==> src/rtl/pipe_pkg.sv <==
// Shared types, forwarding-select codes and the register-match helper
// used by the pipeline hazard controller.
package pipe_pkg;

   localparam int REG_AW_DEF = 5;
   // Shadow entries hold addresses at this width; narrower register files are zero-extended.
   localparam int REG_AW_MAX = 8;

   localparam logic [1:0] FWD_RF  = 2'b00;
   localparam logic [1:0] FWD_WB  = 2'b01;
   localparam logic [1:0] FWD_MEM = 2'b10;

   typedef logic [REG_AW_MAX-1:0] haz_addr_t;

   typedef struct packed {
      logic      valid;
      haz_addr_t rd;
      haz_addr_t rs;
      haz_addr_t rt;
      logic      regwrite;
      logic      memread;
      logic      memwrite;
   } haz_entry_t;

   localparam haz_entry_t HAZ_ENTRY_NONE = '0;

   // Register 0 is hardwired zero, so a producer targeting it never matches.
   function automatic logic entry_match(input haz_entry_t e, input haz_addr_t src);
      return e.valid && e.regwrite && (e.rd != '0) && (e.rd == src);
   endfunction

endpackage

==> src/rtl/haz_fwd_sel.sv <==
// Two-level priority forwarding selector: the high-priority producer wins
// over the low-priority one, otherwise the register file is selected.
module haz_fwd_sel
   import pipe_pkg::*;
(
   input  haz_addr_t  src_i,
   input  haz_entry_t hi_i,
   input  logic       hi_en_i,
   input  haz_entry_t lo_i,
   input  logic       lo_en_i,
   output logic [1:0] sel_o
);

   always_comb begin
      sel_o = FWD_RF;
      if (hi_en_i && entry_match(hi_i, src_i)) begin
         sel_o = FWD_MEM;
      end else if (lo_en_i && entry_match(lo_i, src_i)) begin
         sel_o = FWD_WB;
      end
   end

endmodule

==> src/rtl/pipe_hazard_ctrl.sv <==
// Hazard detection, forwarding and pipeline-enable control for the 5-stage CPU.
// Define HAZ_PERF_CNT_EN to build the saturating stall-cycle counter.
module pipe_hazard_ctrl
   import pipe_pkg::*;
#(
   parameter int REG_AW      = REG_AW_DEF,
   parameter int CNT_W       = 16,
   parameter int MEM_TIMEOUT = 64
) (
   input  logic              clk_i,
   input  logic              rst_n_i,
   input  logic              id_valid_i,
   input  logic [REG_AW-1:0] id_rs_i,
   input  logic [REG_AW-1:0] id_rt_i,
   input  logic              id_uses_rs_i,
   input  logic              id_uses_rt_i,
   input  logic [REG_AW-1:0] id_rd_i,
   input  logic              id_regwrite_i,
   input  logic              id_memread_i,
   input  logic              id_memwrite_i,
   input  logic              id_branch_i,
   input  logic              br_taken_i,
   input  logic              mem_ready_i,
   output logic              pc_write_o,
   output logic              if_id_write_o,
   output logic              if_flush_o,
   output logic              id_ex_bubble_o,
   output logic              stage_en_o,
   output logic [1:0]        fwd_a_o,
   output logic [1:0]        fwd_b_o,
   output logic              fwd_id_a_o,
   output logic              fwd_id_b_o,
   output logic [CNT_W-1:0]  stall_cnt_o,
   output logic              mem_timeout_o
);

   localparam logic [CNT_W-1:0] TIMEOUT_CNT = CNT_W'(MEM_TIMEOUT);

   haz_entry_t ex_q, ex_d;
   haz_entry_t mem_q, mem_d;
   haz_entry_t wb_q, wb_d;
   haz_entry_t id_entry;
   haz_addr_t  id_rs, id_rt;

   logic rs_hit_ex, rt_hit_ex, rs_hit_mem_ld, rt_hit_mem_ld;
   logic load_use, br_haz, mem_stall, haz_stall;
   logic mem_fwd_ok;

   logic [CNT_W-1:0] wait_q, wait_d;
   logic             timeout_q, timeout_d;

   assign id_rs = haz_addr_t'(id_rs_i);
   assign id_rt = haz_addr_t'(id_rt_i);

   always_comb begin
      id_entry = HAZ_ENTRY_NONE;
      if (id_valid_i) begin
         id_entry.valid    = 1'b1;
         id_entry.rd       = haz_addr_t'(id_rd_i);
         id_entry.rs       = id_rs;
         id_entry.rt       = id_rt;
         id_entry.regwrite = id_regwrite_i;
         id_entry.memread  = id_memread_i;
         id_entry.memwrite = id_memwrite_i;
      end
   end

   always_comb begin
      rs_hit_ex     = id_uses_rs_i && entry_match(ex_q, id_rs);
      rt_hit_ex     = id_uses_rt_i && entry_match(ex_q, id_rt);
      rs_hit_mem_ld = id_uses_rs_i && mem_q.memread && entry_match(mem_q, id_rs);
      rt_hit_mem_ld = id_uses_rt_i && mem_q.memread && entry_match(mem_q, id_rt);
      mem_stall     = mem_q.valid && (mem_q.memread || mem_q.memwrite) && !mem_ready_i;
      load_use      = id_valid_i && ex_q.memread && (rs_hit_ex || rt_hit_ex);
      // The ID comparator needs the value now, so any EX producer or a MEM load blocks it.
      br_haz        = id_branch_i && (rs_hit_ex || rt_hit_ex || rs_hit_mem_ld || rt_hit_mem_ld);
      haz_stall     = (load_use || br_haz) && !mem_stall;
   end

   always_comb begin
      pc_write_o     = 1'b1;
      if_id_write_o  = 1'b1;
      if_flush_o     = 1'b0;
      id_ex_bubble_o = 1'b0;
      stage_en_o     = 1'b1;
      ex_d           = ex_q;
      mem_d          = mem_q;
      wb_d           = wb_q;
      if (mem_stall) begin
         pc_write_o    = 1'b0;
         if_id_write_o = 1'b0;
         stage_en_o    = 1'b0;
      end else begin
         mem_d = ex_q;
         wb_d  = mem_q;
         if (haz_stall) begin
            pc_write_o     = 1'b0;
            if_id_write_o  = 1'b0;
            id_ex_bubble_o = 1'b1;
            ex_d           = HAZ_ENTRY_NONE;
         end else begin
            ex_d          = id_entry;
            if_flush_o    = id_branch_i && br_taken_i;
            if_id_write_o = !(id_branch_i && br_taken_i);
         end
      end
   end

   // Forwarding selectors: 0/1 = EX operands A/B, 2/3 = ID branch operands A/B.
   assign mem_fwd_ok = !mem_q.memread;

   haz_addr_t  fwd_src   [4];
   logic       fwd_hi_en [4];
   logic       fwd_lo_en [4];
   logic [1:0] fwd_sel   [4];

   always_comb begin
      fwd_src[0]   = ex_q.rs;
      fwd_src[1]   = ex_q.rt;
      fwd_src[2]   = id_rs;
      fwd_src[3]   = id_rt;
      fwd_hi_en[0] = mem_fwd_ok;
      fwd_hi_en[1] = mem_fwd_ok;
      fwd_hi_en[2] = id_branch_i && mem_fwd_ok;
      fwd_hi_en[3] = id_branch_i && mem_fwd_ok;
      fwd_lo_en[0] = 1'b1;
      fwd_lo_en[1] = 1'b1;
      fwd_lo_en[2] = 1'b0;
      fwd_lo_en[3] = 1'b0;
   end

   generate
      for (genvar gi = 0; gi < 4; gi++) begin : g_fwd
         haz_fwd_sel u_sel (
            .src_i   (fwd_src[gi]),
            .hi_i    (mem_q),
            .hi_en_i (fwd_hi_en[gi]),
            .lo_i    (wb_q),
            .lo_en_i (fwd_lo_en[gi]),
            .sel_o   (fwd_sel[gi])
         );
      end
   endgenerate

   assign fwd_a_o    = fwd_sel[0];
   assign fwd_b_o    = fwd_sel[1];
   assign fwd_id_a_o = (fwd_sel[2] == FWD_MEM);
   assign fwd_id_b_o = (fwd_sel[3] == FWD_MEM);

   // Wait counter parks at the threshold so it can never wrap during a long stall.
   always_comb begin
      wait_d = '0;
      if (mem_stall) begin
         wait_d = (wait_q == TIMEOUT_CNT) ? wait_q : wait_q + CNT_W'(1);
      end
      timeout_d = timeout_q || (wait_d == TIMEOUT_CNT);
   end

   always_ff @(posedge clk_i or negedge rst_n_i) begin
      if (!rst_n_i) begin
         ex_q      <= HAZ_ENTRY_NONE;
         mem_q     <= HAZ_ENTRY_NONE;
         wb_q      <= HAZ_ENTRY_NONE;
         wait_q    <= '0;
         timeout_q <= 1'b0;
      end else begin
         ex_q      <= ex_d;
         mem_q     <= mem_d;
         wb_q      <= wb_d;
         wait_q    <= wait_d;
         timeout_q <= timeout_d;
      end
   end

   assign mem_timeout_o = timeout_q;

`ifdef HAZ_PERF_CNT_EN
   logic [CNT_W-1:0] stall_cnt_q, stall_cnt_d;

   always_comb begin
      stall_cnt_d = stall_cnt_q;
      if ((haz_stall || mem_stall) && (stall_cnt_q != '1)) begin
         stall_cnt_d = stall_cnt_q + CNT_W'(1);
      end
   end

   always_ff @(posedge clk_i or negedge rst_n_i) begin
      if (!rst_n_i) begin
         stall_cnt_q <= '0;
      end else begin
         stall_cnt_q <= stall_cnt_d;
      end
   end

   assign stall_cnt_o = stall_cnt_q;
`else
   assign stall_cnt_o = '0;
`endif

endmodule

==> config.mk <==
export PLATFORM = sky130hd
export DESIGN_NAME = pipe_hazard_ctrl
export DESIGN_NICKNAME = d
export VERILOG_FILES = /design/src/rtl/pipe_pkg.sv /design/src/rtl/haz_fwd_sel.sv /design/src/rtl/pipe_hazard_ctrl.sv
export SDC_FILE = /design/constraint.sdc
export NUM_CORES = 1
export LEC_CHECK = 0
export CAP_MARGIN = 0
export CORE_UTILIZATION = 57
export CTS_CLUSTER_SIZE = 14
export DETAILED_ROUTE_END_ITERATION = 16
export PLACE_DENSITY_LB_ADDON = 0.25
export SLEW_MARGIN = 25
export SYNTH_ARGS = -nofsm -noshare
export SYNTH_HDL_FRONTEND = slang
export SYNTH_HIERARCHICAL = 1
export SYNTH_SLANG_ARGS = --single-unit
==> constraint.sdc <==
create_clock -name clk_i -period 3.05 [get_ports clk_i]
set_input_delay 0.915 -clock clk_i [delete_from_list [all_inputs] [get_ports clk_i]]
set_output_delay 0.915 -clock clk_i [all_outputs]
set_load 0.05 [all_outputs]
==> flow_metrics.py <==
metrics = {
    "worst_setup_path": {
        "worst_path_largest_cell_delay_ns": 0.35,
        "cell_breakdown_of_the_critical_path": "buf_8 > xor2_2 > nor4_2 > nand4_1 > nor4_1 > nor2b_2 > buf_12",
        "crit_start": "id_rt_i[1]",
        "criticalPathCategory": "in2out",
        "worstSetupEndpointType": "primary output",
        "worst_ep_arrival_time_ns": 2.26,
        "cp_required_ns": 2.13,
        "critical-path-top-delay-family": "simple AND/OR/NAND/NOR gates",
        "crit_fanout": 2,
        "timing.critical_path.buf_inv": 2,
        "worstReg2RegStart": "wait_q[0]",
        "start_kind": "input pin",
        "crit_path_top_delay_cell": "nor4_2",
    },
    "detailed_routing": {
        "route.antenna.remaining_nets": 0,
        "routed_wire_length_per_instance_um": 17.0,
        "drtPass1Iterations": 5,
        "drc_errors": 0,
        "wl_mm": 11.0,
        "detailroute.via_count": 3797,
        "dr.first_iter.drc_count": 344,
        "vias_per_cell": 5.87,
    },
    "floorplanning": {
        "core_area_um2": 6390,
        "start_util_pct": 59.3,
        "core.rowCount": 29,
        "io-pin-count": 54,
        "die-area_um2": 6980,
        "die_h_um": 83.5,
        "die-width_um": 83.5,
    },
    "sta": {
        "clock.fmax_mhz": 315,
        "unrepaired_setup_endpoints_after_global_routing": "yes",
        "post-route-min-period_ns": 3.18,
        "fin_worst_skew_ns": 0.00775,
        "final-hold-violation-count": 0,
        "report.final.slew_viol_count": 0,
        "final.period_utilization_pct": 104,
        "count_of_final_setup_violators": 7,
        "final_critical_path_setup_slack_ns": -0.127,
    },
    "finish": {
        "final_nets": 599,
        "insertedDiodeCount": 0,
        "ff_latch_area_um2": 1320,
        "drive_above_1_share_pct": 20.2,
        "fin_util_pct": 79.9,
        "design_area_um2": 5100,
        "areaGrowthSynthToFinish_pct": 34.7,
        "num-fill-cells": 392,
        "multi_input_gate_area_in_the_final_layout_um2": 2730,
    },
    "placement": {
        "placed_area_um2": 4760,
        "finalWeightedCongestion": 0.919,
        "placement.io_buffers": 37,
        "post-dp-hpwl_mm": 7.38,
    },
    "logic_synthesis": {
        "post_synth_instance_area_um2": 3790,
        "yosysWarningCount": 6,
        "synthesis.instances": 425,
        "syn_avg_cell_area_um2": 8.91,
    },
    "clocking": {
        "cts.htree.levels": 2,
        "root_driver": "clkbuf_8",
        "cts_num_sinks": 52,
        "clock_latency_ns": 0.31,
        "tritoncts_clock_tree": "done",
        "cts-hold-fix-buffers": 0,
        "cts_buffer_depth": 2,
        "clk_transition_reported_paths_ns": 0.09,
        "cts_buffers": 5,
    },
    "power_and_ir_drop": {
        "power_density_nw_per_um2": 397,
        "totalPowerFinal_mw": 2.03,
        "static-leakage-power_nw": 2.23,
        "vdd_ir_drop_max_uv": 358,
    },
    "grt": {
        "overflow_left_after_global_routing": 0,
        "global_route_total_usage_across_every_layer_pct": 31.1,
        "first_global_vias": 3583,
        "first_pass_grt_wire_length_mm": 17.0,
        "grt_max_degree": 36,
        "grt_antenna_before_repair": 0,
    },
    "status": {
        "outcome": "finished, violations left",
        "violated_checks": "setup timing",
    },
    "hold_path": {
        "hold_path.startpoint": "mem_timeout_o",
        "hp-class": "reg2reg",
    },
    "job": {
        "maxCapViolations": 0,
    },
}
[area by class of cell]
cell class              instances  area share (%)
clock buffers                   5            1.35
inverters                       6           0.441
repair buffers                 87            16.5
flip-flops and latches         52            25.8
clock inverters                 1           0.588
well taps                      77            1.89
multi-input cells             419            53.4
[path summary, 6_finish.rpt]
| kind | to | slack (ns) | cells after the start |
|---|---|---|---|
| max reg2reg | mem_timeout_o | 0.71 | 7 |
| min in group asynchronous | mem_q[0] | 0.54 | 1 |
| min | mem_timeout_o | 0.48 | 2 |
| max | fwd_id_b_o | -0.13 | 7 |
| max in group asynchronous | mem_q[23] | 1.89 | 2 |
| min reg2reg | mem_timeout_o | 0.48 | 2 |
[cell usage in the layout, fill, tap and decap left out, types with 6 or more instances in the layout]
cell and instances:
buf_12 11, xnor2_1 63, buf_4 45, buf_2 8, a32o_1 17, conb_1 92, inv_1 6, clkdlybuf4s50_1 11
nand4_1 18, or4_1 9, nor4_2 6, xor2_1 30, nor4_1 9, nand2_1 56, nor3_1 10, nand3_1 19
nor2_1 28, dfrtp_1 45
[stage by stage]
stage	TNS, ns	setup slack [ns]	std cells	hold slack, ns
final	-0.587	-0.127	647	0.483
after global routing	-1.09	-0.210	647	0.499
after CTS	-0.700	-0.186	638	0.490
after detailed placement	-3.70	-0.616	626	0.468
after global placement	-3.09	-0.527	626	0.454
after floorplan	0	0.00984	515	0.440
[routing by layer]
metal	track usage [%]	share of wire (%)
met4	11.6	4.0
met2	52.5	48
met5	0	0
met3	4.35	9.2
met1	41.1	39
[registers in the layout (all words and copies together), names as in the netlist]
name / cells
mem_q: 9
wait_q: 16
ex_q: 19
mem_timeout_o: 1
wb_q: 7
[tightest hold or removal path, stage by stage (launching register included)]
cell and delay (ns):
dfrtp_1 0.36, inv_1 0.05, o41ai_2 0.04
[report_power, final]
group | switching, mW | total (mW) | internal (mW)
sequential | 0.126 | 0.877 | 0.751
clock | 0.221 | 0.456 | 0.236
combinational | 0.376 | 0.695 | 0.319
total | 0.723 | 2.03 | 1.31
[timing repair]
item	in CTS	in global routing
cloned	0	0
buffers inserted	6	9
setup endpoints to repair	10	11
pin swaps	21	13
resized for setup	74	13
(Power assumes the default switching activity.)
